--- src/rtl/user_cnn_mac.sv ---
// OBI subordinate for the user-domain CNN accelerator: 3x3 signed-weight by
// unsigned-pixel MAC with bias, optional ReLU, sticky DONE and result register.

package croc_pkg;
    typedef struct packed {
        int unsigned AddrWidth;
        int unsigned DataWidth;
        int unsigned IdWidth;
    } obi_cfg_t;

    localparam obi_cfg_t SbrObiCfg = '{AddrWidth: 32, DataWidth: 32, IdWidth: 1};

    typedef struct packed {
        logic        req;
        logic [31:0] addr;
        logic        we;
        logic [3:0]  be;
        logic [31:0] wdata;
        logic [0:0]  aid;
    } sbr_obi_req_t;

    typedef struct packed {
        logic        gnt;
        logic        rvalid;
        logic [31:0] rdata;
        logic [0:0]  rid;
        logic        err;
    } sbr_obi_rsp_t;
endpackage

module user_cnn_mac #(
    parameter croc_pkg::obi_cfg_t ObiCfg    = croc_pkg::SbrObiCfg,
    parameter type                obi_req_t = croc_pkg::sbr_obi_req_t,
    parameter type                obi_rsp_t = croc_pkg::sbr_obi_rsp_t
) (
    input  logic     clk_i,
    input  logic     rst_i,
    input  obi_req_t obi_req_i,
    output obi_rsp_t obi_rsp_o,
    output logic     done_o
);

    localparam logic [1:0] IDLE   = 2'd0;
    localparam logic [1:0] MAC    = 2'd1;
    localparam logic [1:0] FINISH = 2'd2;

    logic [1:0]  state;
    logic [3:0]  idx;
    logic [31:0] acc;
    logic [31:0] result;
    logic [31:0] bias;
    logic [7:0]  weight [9];
    logic [7:0]  pixel  [9];
    logic        relu_en;
    logic        done;

    logic                      rvalid_q;
    logic                      err_q;
    logic [31:0]               rdata_q;
    logic [ObiCfg.IdWidth-1:0] rid_q;

    logic [9:0]  word;
    logic [3:0]  sel;
    logic        is_ctrl, is_status, is_result, is_bias, is_w, is_p, mapped;
    logic        busy, acc_err, wr_ok;
    logic [31:0] rd_data;
    logic [16:0] w_ext, p_ext, prod;
    logic        unused_addr_bits;

    assign word = obi_req_i.addr[11:2];
    assign sel  = word[3:0];
    assign busy = (state != IDLE);
    assign unused_addr_bits = ^{obi_req_i.addr[31:12], obi_req_i.addr[1:0]};

    always_comb begin
        is_ctrl   = (word == 10'd0);
        is_status = (word == 10'd1);
        is_result = (word == 10'd2);
        is_bias   = (word == 10'd3);
        is_w      = (word >= 10'd16) && (word <= 10'd24);
        is_p      = (word >= 10'd32) && (word <= 10'd40);
        mapped    = is_ctrl | is_status | is_result | is_bias | is_w | is_p;
        acc_err   = !mapped
                  || (obi_req_i.we && (is_result || ((is_bias || is_w || is_p) && busy)));
        wr_ok     = obi_req_i.req && obi_req_i.we && !acc_err;
    end

    always_comb begin
        rd_data = '0;
        if (is_ctrl)   rd_data[1]   = relu_en;
        if (is_status) rd_data[1:0] = {done, busy};
        if (is_result) rd_data      = result;
        if (is_bias)   rd_data      = bias;
        if (is_w)      rd_data[7:0] = weight[sel];
        if (is_p)      rd_data[7:0] = pixel[sel];
    end

    // 17-bit modular multiply of sign/zero-extended operands yields the exact signed product.
    assign w_ext = {{9{weight[idx][7]}}, weight[idx]};
    assign p_ext = {9'b0, pixel[idx]};
    assign prod  = w_ext * p_ext;

    always_ff @(posedge clk_i) begin
        if (rst_i) begin
            state    <= IDLE;
            idx      <= '0;
            acc      <= '0;
            result   <= '0;
            bias     <= '0;
            relu_en  <= 1'b0;
            done     <= 1'b0;
            rvalid_q <= 1'b0;
            err_q    <= 1'b0;
            rdata_q  <= '0;
            rid_q    <= '0;
            for (int unsigned i = 0; i < 9; i++) begin
                weight[i] <= '0;
                pixel[i]  <= '0;
            end
        end else begin
            rvalid_q <= obi_req_i.req;
            rid_q    <= obi_req_i.aid;
            err_q    <= obi_req_i.req && acc_err;
            rdata_q  <= (obi_req_i.req && !obi_req_i.we && !acc_err) ? rd_data : '0;

            if (wr_ok && is_bias) begin
                for (int unsigned b = 0; b < 4; b++) begin
                    if (obi_req_i.be[b]) bias[8*b +: 8] <= obi_req_i.wdata[8*b +: 8];
                end
            end
            if (wr_ok && is_w && obi_req_i.be[0]) weight[sel] <= obi_req_i.wdata[7:0];
            if (wr_ok && is_p && obi_req_i.be[0]) pixel[sel]  <= obi_req_i.wdata[7:0];
            if (wr_ok && is_status && obi_req_i.wdata[1]) done <= 1'b0;

            // FSM assignments follow the W1C so a same-cycle DONE set takes priority.
            case (state)
                IDLE: begin
                    if (wr_ok && is_ctrl) begin
                        relu_en <= obi_req_i.wdata[1];
                        if (obi_req_i.wdata[0]) begin
                            acc   <= bias;
                            idx   <= '0;
                            done  <= 1'b0;
                            state <= MAC;
                        end
                    end
                end
                MAC: begin
                    acc <= acc + {{15{prod[16]}}, prod};
                    if (idx == 4'd8) state <= FINISH;
                    else             idx   <= idx + 4'd1;
                end
                FINISH: begin
                    result <= (relu_en && acc[31]) ? '0 : acc;
                    done   <= 1'b1;
                    state  <= IDLE;
                end
                default: state <= IDLE;
            endcase
        end
    end

    always_comb begin
        obi_rsp_o        = '0;
        obi_rsp_o.gnt    = obi_req_i.req;
        obi_rsp_o.rvalid = rvalid_q;
        obi_rsp_o.rdata  = rdata_q;
        obi_rsp_o.rid    = rid_q;
        obi_rsp_o.err    = err_q;
    end

    assign done_o = done;

endmodule

--- config.mk ---
export PLATFORM = sky130hd
export DESIGN_NAME = user_cnn_mac
export DESIGN_NICKNAME = d
export VERILOG_FILES = /design/src/rtl/user_cnn_mac.sv
export SDC_FILE = /design/constraint.sdc
export NUM_CORES = 1
export LEC_CHECK = 0
export ABC_AREA = 1
export ABC_CLOCK_PERIOD_IN_PS = 9200
export CORE_ASPECT_RATIO = 0.7
export CORE_MARGIN = 2
export CORE_UTILIZATION = 30
export CTS_CLUSTER_DIAMETER = 150
export DETAILED_ROUTE_END_ITERATION = 8
export SKIP_CTS_REPAIR_TIMING = 1
export SLEW_MARGIN = 20
export SYNTH_ARGS = -nofsm -noshare
export SYNTH_HDL_FRONTEND = slang
export SYNTH_SLANG_ARGS = --single-unit
--- constraint.sdc ---
create_clock -name clk_i -period 9.2 [get_ports clk_i]
set_input_delay 0.92 -clock clk_i [delete_from_list [all_inputs] [get_ports clk_i]]
set_output_delay 0.92 -clock clk_i [all_outputs]
set_load 0.01 [all_outputs]
==> impl_metrics.csv <==
group,metric,value,unit
cts,ctsLongestPathBuffers,3,
synthesis,syn-instance-count,2694,
worst_setup_path,crit_path_top_delay_cell,"dfxtp_4",
synthesis,synth-edff-count,256,
finish,syn_to_final_growth,16.34,%
worst_setup_path,path_max_fanout,69,
die,rows,84,
sta,finalHoldViolations,0,
cts,cts-root-buf,"clkbuf_16",
drt,drt-initial-drc-count,2388,
placement,place_ws,1.006,ns
cts,cts.sink_count,399,
power,powerDensity,180.6,nW/um^2
die,core_region_area,75460,um^2
drt,num_vias,19830,
synthesis,synth_area_leaders,"edfxtp_1 33%, dfxtp_1 12%, nand2_1 7.2%",
drt,drtPass1Iterations,6,
sta,period_share,0.9060,
drt,routed-wl-met2,29900,um
synthesis,synth_top_area_share,0.3346,
sta,fin_skew,0.04679,ns
cts,path_clk_slew,0.06,ns
worst_hold_path,hold_start,"result[25]",
cts,clk_latency,0.61,ns
sta,slew_violations,0,
synthesis,async_reset_ff_frac,0,
flow_run,drv_cap,0,
finish,multi_input_area,11100,um^2
power,ir_drop,147.1,uV
worst_setup_path,startpoint_type,"flip-flop",
drt,wl_per_cell,19.22,um
drt,met1_length,35590,um
finish,final_util,0.3542,
synthesis,synth_area,22970,um^2
synthesis,synth_flop_cell,"edfxtp_1",
die,die_h,235.5,um
drt,drc,0,
synthesis,postSynthAreaPerCell,8.527,um^2
worst_setup_path,cp_data_required_time,9.68,ns
global_route,grt-ovfl-total,0,
finish,antennaDiodeCount,0,
worst_setup_path,arrival,8.82,ns
die,initial_core_util,0.3044,
die,ios,110,
cts,cts_tree,"yes",
sta,setup_ws,0.8644,ns
synthesis,yosysSeqAreaShare,0.4593,
die,die-area,78840,um^2
cts,cts-buffers-inserted,44,
finish,nets,3034,
worst_setup_path,reg2reg_slack,0.86,ns
drt,viasPerCell,5.126,
global_route,antenna_found_initial,0,
worst_setup_path,reg2reg_depth,35,
synthesis,yosysWarnings,0,
sta,finalSetupViolations,0,
sta,fin_setup_tns,0,ns
finish,regArea,10560,um^2
synthesis,synth_top_area_cell,"edfxtp_1",
worst_hold_path,min_delay_path_depth,2,
sta,fin_crit,8.336,ns
sta,rsz0062_at_grt,"false",
finish,final_common_cell,"nand2_1",
worst_setup_path,slowest_delay,0.94,ns
power,power.total,4.828,mW
status,status,"complete, no violations",
cts,cts_max_level,2,
worst_hold_path,whs_endpoint,"result[25]",
placement,dp_hpwl,52410,um
global_route,grt_max_degree,79,
worst_setup_path,crit_top_cell,"nand2_1",
synthesis,synth_cell_types,48,
finish,nFillCells,7762,
die,die_w,334.7,um
synthesis,synth-seq-cells,399,
drt,highest_layer,"met4",
drt,route.met3.wl,7525,um
finish,layout_common_cells,"442 x nand2_1, 302 x inv_1, 301 x nor2_1, 256 x edfxtp_1, 249 x a21oi_1",
drt,wl,74350,um
global_route,track_usage,0.1856,
worst_setup_path,endpoint_kind,"flip-flop",
worst_hold_path,hold_path.class,"reg2reg",
drt,ant_nets,0,
finish,layout-drive-gt1-share,0.05694,
sta,slew_headroom,0.3224,
power,leakage,11.15,nW
sta,worstMarginPinSlew,1.015,ns
global_route,grt_pass1_vias,18500,
placement,place_congestion,0.9524,
sta,fmax,0.1200,GHz
global_route,grt_pass1_wl,113000,um
placement,portBuffers,87,
worst_setup_path,timing.rr.end,"acc[21]",
worst_setup_path,crit_type,"reg2reg",
-- cell type report --
| cell class | count | area share |
|---|---|---|
| tap | 989 | 0.04630 |
| sequential | 399 | 0.3950 |
| multi-input combinational | 1949 | 0.4155 |
| inverter | 323 | 0.04537 |
| timing repair buffer | 128 | 0.04532 |
| clock inverter | 16 | 0.004963 |
| clock buffer | 65 | 0.04757 |
-- critical path, delay by kind of cell, from the launching register on --
family          cells  cell delay [ns]
compound gates      8             1.31
xor+xnor            1             0.39
fa+ha+maj           6             2.74
buf+inv             6             0.68
flops               1             0.94
mux                 1             0.22
simple gates       13             1.90
-- stage by stage --
stage	std cells	hold slack, ns	cell area, um^2
5_1_grt	3869	0.4753	26730
2_1_floorplan	2805	0.4316	23390
3_3_place_gp	3788	0.4455	25320
4_1_cts	3869	0.4628	26730
3_5_place_dp	3788	0.4526	25320
6_report	3869	0.4607	26730
-- cells in the mapped netlist, types with 9 or more instances --
cell type and instances:
clkbuf_1 103, inv_1 303, nand2_4 18, clkinv_1 14
mux2i_1 64, buf_1 14, nand3_1 108, nor3_1 36
a21o_1 12, o21ai_0 175, edfxtp_1 256, nand2_1 442
nor2_1 305, a211oi_1 19, a22oi_1 120, or2_2 9
ha_1 78, nand4_1 15, o211ai_1 64, buf_2 10
o22ai_1 11, dfxtp_1 143, a21oi_1 249, fa_1 38
-- per-layer routing --
layer / up-vias / track usage
li1: 9434 / -
met3: 93 / 0.04366
met1: 9487 / 0.2851
met5: - / 0
met4: 0 / 0.03832
met2: 819 / 0.2604
-- logic make-up after synthesis --
logic type,count (synthesis),share of synthesized area
other cells,1,0.0001632
xor+xnor,16,0.006100
mux,64,0.02789
simple gates,963,0.1798
flops,399,0.4593
fa+ha+maj,116,0.07560
buf+inv,457,0.07636
compound gates,678,0.1748
-- where the power goes --
part	total (mW)	internal (mW)	switching, mW	leakage [nW]
combinational	1.06	0.331	0.726	6.85
sequential	2.02	1.98	0.0364	3.62
clock	1.75	0.988	0.765	0.682
total	4.83	3.30	1.53	11.2
-- registers in the layout, summed over array words and instances (netlist names), 2 cells and up, named ones only --
name     cells
acc         32
bias        32
idx          4
pixel      128
rdata_q     32
result      32
state        2
weight     128
-- worst max-delay path by stage --
stage               to  slack [ns]  cells past startpoint
6_report       acc[21]        0.86                     35
5_1_grt        acc[31]        0.32                     36
4_1_cts        acc[21]        0.97                     35
3_5_place_dp   acc[21]        1.01                     35
3_3_place_gp   acc[21]        1.05                     35
2_1_floorplan  acc[17]        2.43                     37
(Power assumes the default switching activity.)
